$ cat config.mk
export PLATFORM = sky130hd
export DESIGN_NAME = tcb_lite_lib_register_response_flat
export DESIGN_NICKNAME = d
export VERILOG_FILES = /design/src/rtl/tcb_lite_lib_register_response_pkg.sv /design/src/rtl/tcb_lite_lib_register_response_if.sv /design/src/rtl/tcb_lite_lib_register_response_stage.sv /design/src/rtl/tcb_lite_lib_register_response.sv /design/src/flat_wrapper.sv
export SDC_FILE = /design/constraint.sdc
export NUM_CORES = 1
export LEC_CHECK = 0
export ABC_AREA = 1
export CORE_ASPECT_RATIO = 0.75
export CORE_UTILIZATION = 19
export CTS_CLUSTER_DIAMETER = 30
export DETAILED_ROUTE_END_ITERATION = 8
export HOLD_SLACK_MARGIN = 0.02
export PLACE_DENSITY = 0.77
export SYNTH_ARGS = -nofsm -noshare
export SYNTH_HDL_FRONTEND = slang
export SYNTH_SLANG_ARGS = --single-unit
$ cat constraint.sdc
create_clock -name clk -period 0.8 [get_ports clk]
set_input_delay 0.16 -clock clk [delete_from_list [all_inputs] [get_ports clk]]
set_output_delay 0.16 -clock clk [all_outputs]
set_load 0.1 [all_outputs]
$ cat src/rtl/tcb_lite_lib_register_response_pkg.sv
// TCB-Lite shared constants: default bus widths, status width and the
// request byte-enable/size field width helper.
package tcb_lite_lib_register_response_pkg;

  localparam int unsigned TCB_DAT_DEF = 32;
  localparam int unsigned TCB_ADR_DEF = 32;
  localparam int unsigned TCB_STS_W   = 1;

  // byte-enable width: one bit per data byte in mode 0, else a log2 size field
  function automatic int unsigned tcb_ben_w(input int unsigned dat, input int unsigned mod);
    if (mod == 0) return dat / 8;
    return (dat / 8 > 1) ? $clog2(dat / 8) : 1;
  endfunction

endpackage

$ cat src/rtl/tcb_lite_lib_register_response_if.sv
// TCB-Lite bus interface. clk/rst ride on the interface so every device on
// the bus shares one clock and one synchronous active-high reset.
// DLY is the fixed request-to-response latency in cycles.
interface tcb_lite_if
  import tcb_lite_lib_register_response_pkg::*;
#(
  parameter int unsigned DAT = TCB_DAT_DEF,
  parameter int unsigned ADR = TCB_ADR_DEF,
  parameter int unsigned MOD = 0,
  parameter int unsigned DLY = 1
)(
  input logic clk,
  input logic rst
);

  localparam int unsigned BEN = tcb_ben_w(DAT, MOD);

  typedef struct packed {
    logic           wen;
    logic [ADR-1:0] adr;
    logic [BEN-1:0] ben;
    logic [DAT-1:0] wdt;
  } req_t;

  typedef struct packed {
    logic [DAT-1:0]       rdt;
    logic [TCB_STS_W-1:0] sts;
    logic                 err;
  } rsp_t;

  logic vld;
  logic rdy;
  req_t req;
  rsp_t rsp;

  // manager drives the request, subordinate answers
  modport man (input clk, rst, output vld, req, input  rdy, rsp);
  modport sub (input clk, rst, input  vld, req, output rdy, rsp);

endinterface

$ cat src/rtl/tcb_lite_lib_register_response_stage.sv
// One response register stage: {vld, rd} flags plus rdt/sts/err data.
// Build option TCB_LITE_LIB_REGISTER_RESPONSE_GATE_EN: when defined, data
// loads only for valid slots (rdt only for reads) to cut toggling;
// otherwise all data loads every cycle.
module tcb_lite_lib_register_response_stage
  import tcb_lite_lib_register_response_pkg::*;
#(
  parameter int unsigned DAT = TCB_DAT_DEF,
  parameter int unsigned STS = TCB_STS_W
)(
  input  logic           i_clk,
  input  logic           i_rst,
  input  logic           i_vld,
  input  logic           i_rd,
  input  logic [DAT-1:0] i_rdt,
  input  logic [STS-1:0] i_sts,
  input  logic           i_err,
  output logic           o_vld,
  output logic           o_rd,
  output logic [DAT-1:0] o_rdt,
  output logic [STS-1:0] o_sts,
  output logic           o_err
);

  logic           r_vld, r_rd;
  logic [DAT-1:0] r_rdt;
  logic [STS-1:0] r_sts;
  logic           r_err;

  // slot flags: cleared by reset so in-flight responses are dropped
  always_ff @(posedge i_clk) begin
    if (i_rst) begin
      r_vld <= 1'b0;
      r_rd  <= 1'b0;
    end else begin
      r_vld <= i_vld;
      r_rd  <= i_rd;
    end
  end

`ifdef TCB_LITE_LIB_REGISTER_RESPONSE_GATE_EN
  // status/error captured only for real response slots
  always_ff @(posedge i_clk) begin
    if (i_vld) begin
      r_sts <= i_sts;
      r_err <= i_err;
    end
  end

  // read data captured only for read slots; writes keep the previous value
  always_ff @(posedge i_clk) begin
    if (i_vld & i_rd) r_rdt <= i_rdt;
  end
`else
  // data follows the input every cycle; meaningful only in valid slots
  always_ff @(posedge i_clk) begin
    r_rdt <= i_rdt;
    r_sts <= i_sts;
    r_err <= i_err;
  end
`endif

  assign o_vld = r_vld;
  assign o_rd  = r_rd;
  assign o_rdt = r_rdt;
  assign o_sts = r_sts;
  assign o_err = r_err;

endmodule

$ cat src/rtl/tcb_lite_lib_register_response.sv
// Adds REG_NUM register stages on the TCB-Lite response path; the request
// path is a plain wire-through. The subordinate-side latency is therefore
// man.DLY + REG_NUM.
// Build option TCB_LITE_LIB_REGISTER_RESPONSE_GATE_EN: gated data loads in
// the stages (see the stage module).
module tcb_lite_lib_register_response
  import tcb_lite_lib_register_response_pkg::*;
#(
  parameter int unsigned REG_NUM = 1
)(
  tcb_lite_if.sub sub,
  tcb_lite_if.man man
);

  localparam int DAT  = int'(sub.DAT);
  localparam int MDLY = int'(man.DLY);

`ifndef ALTERA_RESERVED_QIS
  if (sub.DAT != man.DAT) begin : g_chk_dat
    $error("sub.DAT must equal man.DAT");
  end
  if (sub.ADR != man.ADR) begin : g_chk_adr
    $error("sub.ADR must equal man.ADR");
  end
  if (sub.MOD != man.MOD) begin : g_chk_mod
    $error("sub.MOD must equal man.MOD");
  end
  if (sub.DLY != man.DLY + REG_NUM) begin : g_chk_dly
    $error("sub.DLY must equal man.DLY + REG_NUM");
  end
  if (REG_NUM < 1 || REG_NUM > 4) begin : g_chk_reg
    $error("REG_NUM must be 1..4");
  end
`endif

  // request path is combinational; no buffering
  assign man.vld = sub.vld;
  assign man.req = sub.req;
  assign sub.rdy = man.rdy;

  logic w_trn, w_trn_rd;
  logic w_rv0, w_rr0;

  assign w_trn    = man.vld & man.rdy;
  assign w_trn_rd = w_trn & ~man.req.wen;

  if (MDLY == 0) begin : g_dly0
    assign w_rv0 = w_trn;
    assign w_rr0 = w_trn_rd;
  end else begin : g_dly
    logic [MDLY-1:0] r_vld_pipe, r_rd_pipe;

    // age each transfer's {valid, read} flags until the man response lands
    always_ff @(posedge sub.clk) begin
      if (sub.rst) begin
        r_vld_pipe <= '0;
        r_rd_pipe  <= '0;
      end else begin
        r_vld_pipe[0] <= w_trn;
        r_rd_pipe[0]  <= w_trn_rd;
        for (int i = 1; i < MDLY; i++) begin
          r_vld_pipe[i] <= r_vld_pipe[i-1];
          r_rd_pipe[i]  <= r_rd_pipe[i-1];
        end
      end
    end

    assign w_rv0 = r_vld_pipe[MDLY-1];
    assign w_rr0 = r_rd_pipe[MDLY-1];
  end

  // index 0 is the man-side response, index REG_NUM the sub-side one
  logic [REG_NUM:0]                w_vld, w_rd, w_err;
  logic [REG_NUM:0][DAT-1:0]       w_rdt;
  logic [REG_NUM:0][TCB_STS_W-1:0] w_sts;

  assign w_vld[0] = w_rv0;
  assign w_rd[0]  = w_rr0;
  assign w_rdt[0] = man.rsp.rdt;
  assign w_sts[0] = man.rsp.sts;
  assign w_err[0] = man.rsp.err;

  for (genvar k = 0; k < REG_NUM; k++) begin : g_stage
    tcb_lite_lib_register_response_stage #(
      .DAT (DAT),
      .STS (TCB_STS_W)
    ) u_stage (
      .i_clk (sub.clk),
      .i_rst (sub.rst),
      .i_vld (w_vld[k]),
      .i_rd  (w_rd[k]),
      .i_rdt (w_rdt[k]),
      .i_sts (w_sts[k]),
      .i_err (w_err[k]),
      .o_vld (w_vld[k+1]),
      .o_rd  (w_rd[k+1]),
      .o_rdt (w_rdt[k+1]),
      .o_sts (w_sts[k+1]),
      .o_err (w_err[k+1])
    );
  end

  // the bus has no response-valid wire; slot timing is implied by sub.DLY
  logic w_unused;
  assign w_unused = w_rd[REG_NUM];

  assign sub.rsp.rdt = w_rdt[REG_NUM];
  assign sub.rsp.sts = w_sts[REG_NUM];
  assign sub.rsp.err = w_err[REG_NUM];

endmodule

$ cat src/flat_wrapper.sv
// flat-port wrapper written by rule: the top's interface ports become plain ports
module tcb_lite_lib_register_response_flat import tcb_lite_lib_register_response_pkg::*;
#(
  parameter int unsigned REG_NUM = 1
)
  (clk, rst, sub_vld, sub_req, sub_rdy, sub_rsp, man_vld, man_req, man_rdy, man_rsp);
  tcb_lite_if #(.DAT(32), .ADR(32), .MOD(0), .DLY(2)) sub_i (.clk(clk), .rst(rst));
  tcb_lite_if #(.DAT(32), .ADR(32), .MOD(0), .DLY(1)) man_i (.clk(clk), .rst(rst));
  input wire logic clk;
  input wire logic rst;
  input wire logic [$bits(sub_i.vld)-1:0] sub_vld;
  input wire logic [$bits(sub_i.req)-1:0] sub_req;
  output wire logic [$bits(sub_i.rdy)-1:0] sub_rdy;
  output wire logic [$bits(sub_i.rsp)-1:0] sub_rsp;
  output wire logic [$bits(man_i.vld)-1:0] man_vld;
  output wire logic [$bits(man_i.req)-1:0] man_req;
  input wire logic [$bits(man_i.rdy)-1:0] man_rdy;
  input wire logic [$bits(man_i.rsp)-1:0] man_rsp;
  assign sub_i.vld = sub_vld;
  assign sub_i.req = sub_req;
  assign sub_rdy = sub_i.rdy;
  assign sub_rsp = sub_i.rsp;
  assign man_vld = man_i.vld;
  assign man_req = man_i.req;
  assign man_i.rdy = man_rdy;
  assign man_i.rsp = man_rsp;
  tcb_lite_lib_register_response #(.REG_NUM(REG_NUM)) u_core (.sub(sub_i), .man(man_i));
endmodule
Word level (Yosys, flattened, before mapping)

Index checks and enable logic that the tools add are counted.

$add $sub $neg: 0
Shift-type cells: 0
Bitwise logic cells: 0
Order comparisons: 0
Equality and inequality tests: 0
Multiplexer cells: 0
Div/mod/pow operators: 0
$mul: 0
Reduce and logical (&&, ||, !) cells: 0

Bits in registers: 34
Input port bits: 107
Memories kept: 0
Bits in writable memories: 0
ROM bits: 0
Bits in latches: 0

Logic depth before layout (Yosys ltp)

Depth in word-level cells: 0
Mapped depth: 1
Mapped depth without buffers: 0

Modules after synthesis

A second synthesis with hierarchy kept.

Cell total of the unflattened synthesis: 116
Area total of the unflattened synthesis: 1326.3 µm²

Modules (own cells, without submodules):

| module                               | cells an instance | area an instance (µm²) | times used |
|---|---|---|---|
| tcb_lite_lib_register_response_stage | 40                | 735.7                  | 1 |
| tcb_lite_lib_register_response       | 76                | 590.6                  | 1 |

Worst setup path after synthesis

Ideal clock, no wire load.

Kind: flip-flop to output port
Start point: register u_core.g_stage[0].u_stage.r_rdt[8]
End point: output sub_rsp[10]
Slack: -0.269 ns
Arrival time: 0.909 ns
Cell stages (with the launch flop): 1
Cells stage by stage: dfxtp_1

RTL lines:

| element                  | RTL line                                   | RTL |
|---|---|---|
| start: declaration       | tcb_lite_lib_register_response_stage.sv:26 | `logic [DAT-1:0] r_rdt;` |
| start signal: assignment | tcb_lite_lib_register_response_stage.sv:57 | `r_rdt <= i_rdt;` |
| end: declaration         | flat_wrapper.sv:14                         | `output wire logic [$bits(sub_i.rsp)-1:0] sub_rsp;` |

No word-level cell between the ends.

Worst setup path in the final report

Start point: register u_core.g_stage[0].u_stage.r_rdt[23]
End point: output sub_rsp[25]

No word-level cell between the ends.

==> qor.log <==
INFO  clock_network  clock_path_buffers=2
INFO  yosys          synth.ff_latch_count=34
INFO  detailed_routing drt-pass1-iter-count=2
INFO  run_status     violations=setup timing
INFO  grt            grt_pass1_vias=795
INFO  power          power.ir.vdd_worst=1.10mV
INFO  detailed_routing drt_first_iter_violations=8
INFO  yosys          synth-edff-count=0
INFO  sta            finalHoldViolCount=0
INFO  sta            worstMarginPinSlew=63.9ps
INFO  worst_setup_path cp_data_arrival_time=800ps
INFO  worst_setup_path worst-path-stages=1
INFO  detailed_routing post_route_drc_violation_count=0
INFO  worst_setup_path slowest_stage=sky130_fd_sc_hd__dfxtp_2
INFO  floorplanning  floorplan.initialDensity=20.4%
INFO  grt            grt_max_degree=11
INFO  grt            grt_use_total=9.10%
INFO  sta            max-slew-margin-rel=95.7%
INFO  worst_hold_path worstHoldPathType=in -> reg
INFO  floorplanning  floorplan.io_pins=212
INFO  yosys          synthesis.instances=107
INFO  yosys          synth.yosys.seq_area_share=55.4%
INFO  sta            period_needed=962ps
INFO  yosys          yosysUniqueCellTypes=2
INFO  cells_and_area final_core_utilization=32.4%
INFO  worst_setup_path top_fanout_value_on_the_critical_path=1
INFO  clock_network  cts_inserted_buffers=5
INFO  sta            final-setup-viol-count=34
INFO  floorplanning  floorplan.die_area=6800µm²
INFO  cells_and_area syn_to_final_growth=59.1%
INFO  flow_run       maxCapViolCount=0
INFO  cells_and_area multiInputGateArea=0µm²
INFO  clock_network  clock_tree_from_tritoncts=done
INFO  place          port_buffers=68
INFO  yosys          yosys.area.top_type=sky130_fd_sc_hd__dfxtp_1
INFO  cells_and_area insertedDiodeCount=0
INFO  detailed_routing detail_route.wirelength=2980µm
INFO  floorplanning  die_y=71.6µm
INFO  detailed_routing route.antenna.remaining_nets=0
INFO  worst_setup_path setup.worst_path.class=reg -> out
INFO  yosys          commonest_cells_in_the_netlist=sky130_fd_sc_hd__buf_4, sky130_fd_sc_hd__dfxtp_1
INFO  floorplanning  die-width=94.9µm
INFO  worst_setup_path cp_bufs_invs=1
INFO  worst_hold_path min_path_cells=1
INFO  floorplanning  rows=24
INFO  sta            slew_violations=0
INFO  worst_setup_path worst_setup_path_end_kind=primary output
INFO  worst_setup_path timing.critical_path.slowest_cell_delay=350ps
INFO  sta            hold-worst-slack=310ps
INFO  yosys          synth_area_leaders=sky130_fd_sc_hd__dfxtp_1, sky130_fd_sc_hd__buf_4
INFO  power          leakage=0.797nW
INFO  sta            max_freq=1.04GHz
INFO  grt            overflow=0
INFO  yosys          synth-async-reset-ratio=0%
INFO  yosys          post-synth-top-count-cell=sky130_fd_sc_hd__buf_4
INFO  grt            grt_pass1_wl=4150µm
INFO  worst_hold_path hold_start=man_rsp[9]
INFO  clock_network  clock_tree.root_cell=sky130_fd_sc_hd__clkbuf_8
INFO  worst_setup_path critical_path.startpoint=u_core.g_stage[0].u_stage.o_rdt[23]
INFO  place          routabilityCongestion=0.717
INFO  yosys          synth_top_cell_area_share=55.4%
INFO  detailed_routing detailroute.via_count=658
INFO  power          power.density_cell_area=2380nW/µm²
INFO  floorplanning  core_area=6040µm²
INFO  sta            timing.final.crit_share=120%
INFO  clock_network  post_cts_buffers=0
INFO  cells_and_area multi_input_comb_cells=0
INFO  cells_and_area fillers=582
INFO  run_status     status=complete, but fails checks
INFO  worst_setup_path worstPathRequired=640ps
INFO  worst_setup_path critical_path_s_top_delay_family=flip-flops
INFO  place          place_ws=90.5ps
INFO  sta            grt_setup_unrepaired=yes
INFO  yosys          postSynthNetCount=214
INFO  yosys          synth.avg_cell_area=11.5µm²
INFO  worst_setup_path worstPathCellList=buf_12
INFO  grt            antenna_violations_before_repair=0
INFO  cells_and_area final_layout_size_suffix_gt1_share=68.8%
INFO  detailed_routing drt-vias-per-instance=3.52
INFO  clock_network  cts.clk_slew.worst_paths=70ps
INFO  sta            final.setup.worst_slack=-162ps
INFO  yosys          mappedNetlistArea=1230µm²
INFO  worst_setup_path timing.critical_path.from_type=flip-flop
INFO  power          total_power=0.00466W
INFO  yosys          yosysWarningCount=0
INFO  cells_and_area final_net_count=216
INFO  clock_network  clock-sinks=34
INFO  yosys          synthFlopType=sky130_fd_sc_hd__dfxtp_1
INFO  detailed_routing avgRoutedWirePerCell=16.0µm
INFO  clock_network  cts_htree_levels=2
==> cells by family (layout without fill, tap and decap cells) <==
| kind of cell | count (synthesis) | count (layout) | synth area share (%) |
|---|---|---|---|
| flops | 34 | 34 | 55.4 |
| buf+inv | 73 | 75 | 44.6 |
==> cells in the final DEF (no fill, tap or decap) <==
cell type,netlist,routed
sky130_fd_sc_hd__buf_12,0,34
sky130_fd_sc_hd__bufinv_16,0,1
sky130_fd_sc_hd__clkbuf_8,0,6
sky130_fd_sc_hd__clkdlybuf4s50_1,0,34
sky130_fd_sc_hd__dfxtp_2,0,34
==> final timing paths <==
path                                              to
hold / removal    u_core.g_stage[0].u_stage.o_rdt[7]
setup / recovery                         sub_rsp[25]
==> per-stage QoR <==
stage	TNS, ps	std cells	area [µm²]
finish	-5140	187	1950
detailed placement	0	180	1840
CTS	-5750	187	1950
floorplan	0	107	1270
global route	-6220	187	1950
global placement	0	180	1840
==> layer usage <==
metal | vias up | global-route usage (%) | part of all wire [%]
met5 | - | 0 | 0
met4 | 0 | 4.04 | 2.2
met3 | 11 | 15.2 | 30
met2 | 109 | 12.4 | 46
met1 | 287 | 5.44 | 22
li1 | 251 | - | -
==> power by group <==
group / switching (W) / internal [W]
sequential: 0.0000736 / 0.00181
clock: 0.000576 / 0.000996
combinational: 0.000724 / 0.000483
==> state kept, by name (all words and copies together) (netlist names) <==
register and cells:
u_core.g_stage.u_stage.o_err 1, u_core.g_stage.u_stage.o_sts 1, u_core.g_stage.u_stage.o_rdt 32
==> final cells by class <==
type	count	area, µm²	share of cell area [%]
clock buffers	6	82.6	4.23
clock inverters	1	30.0	1.54
flip-flops and latches	34	723	37.0
well taps	78	97.6	4.99
repair buffers	68	1020	52.2
==> timing repair <==
| action | in CTS | in global routing |
|---|---|---|
| gates resized for setup | 2 | 0 |
| gates cloned | 0 | 0 |
| endpoints found under the setup margin | 34 | 34 |
| hold buffers | 0 | 0 |
Note: power is estimated with default switching activity, not from simulation.
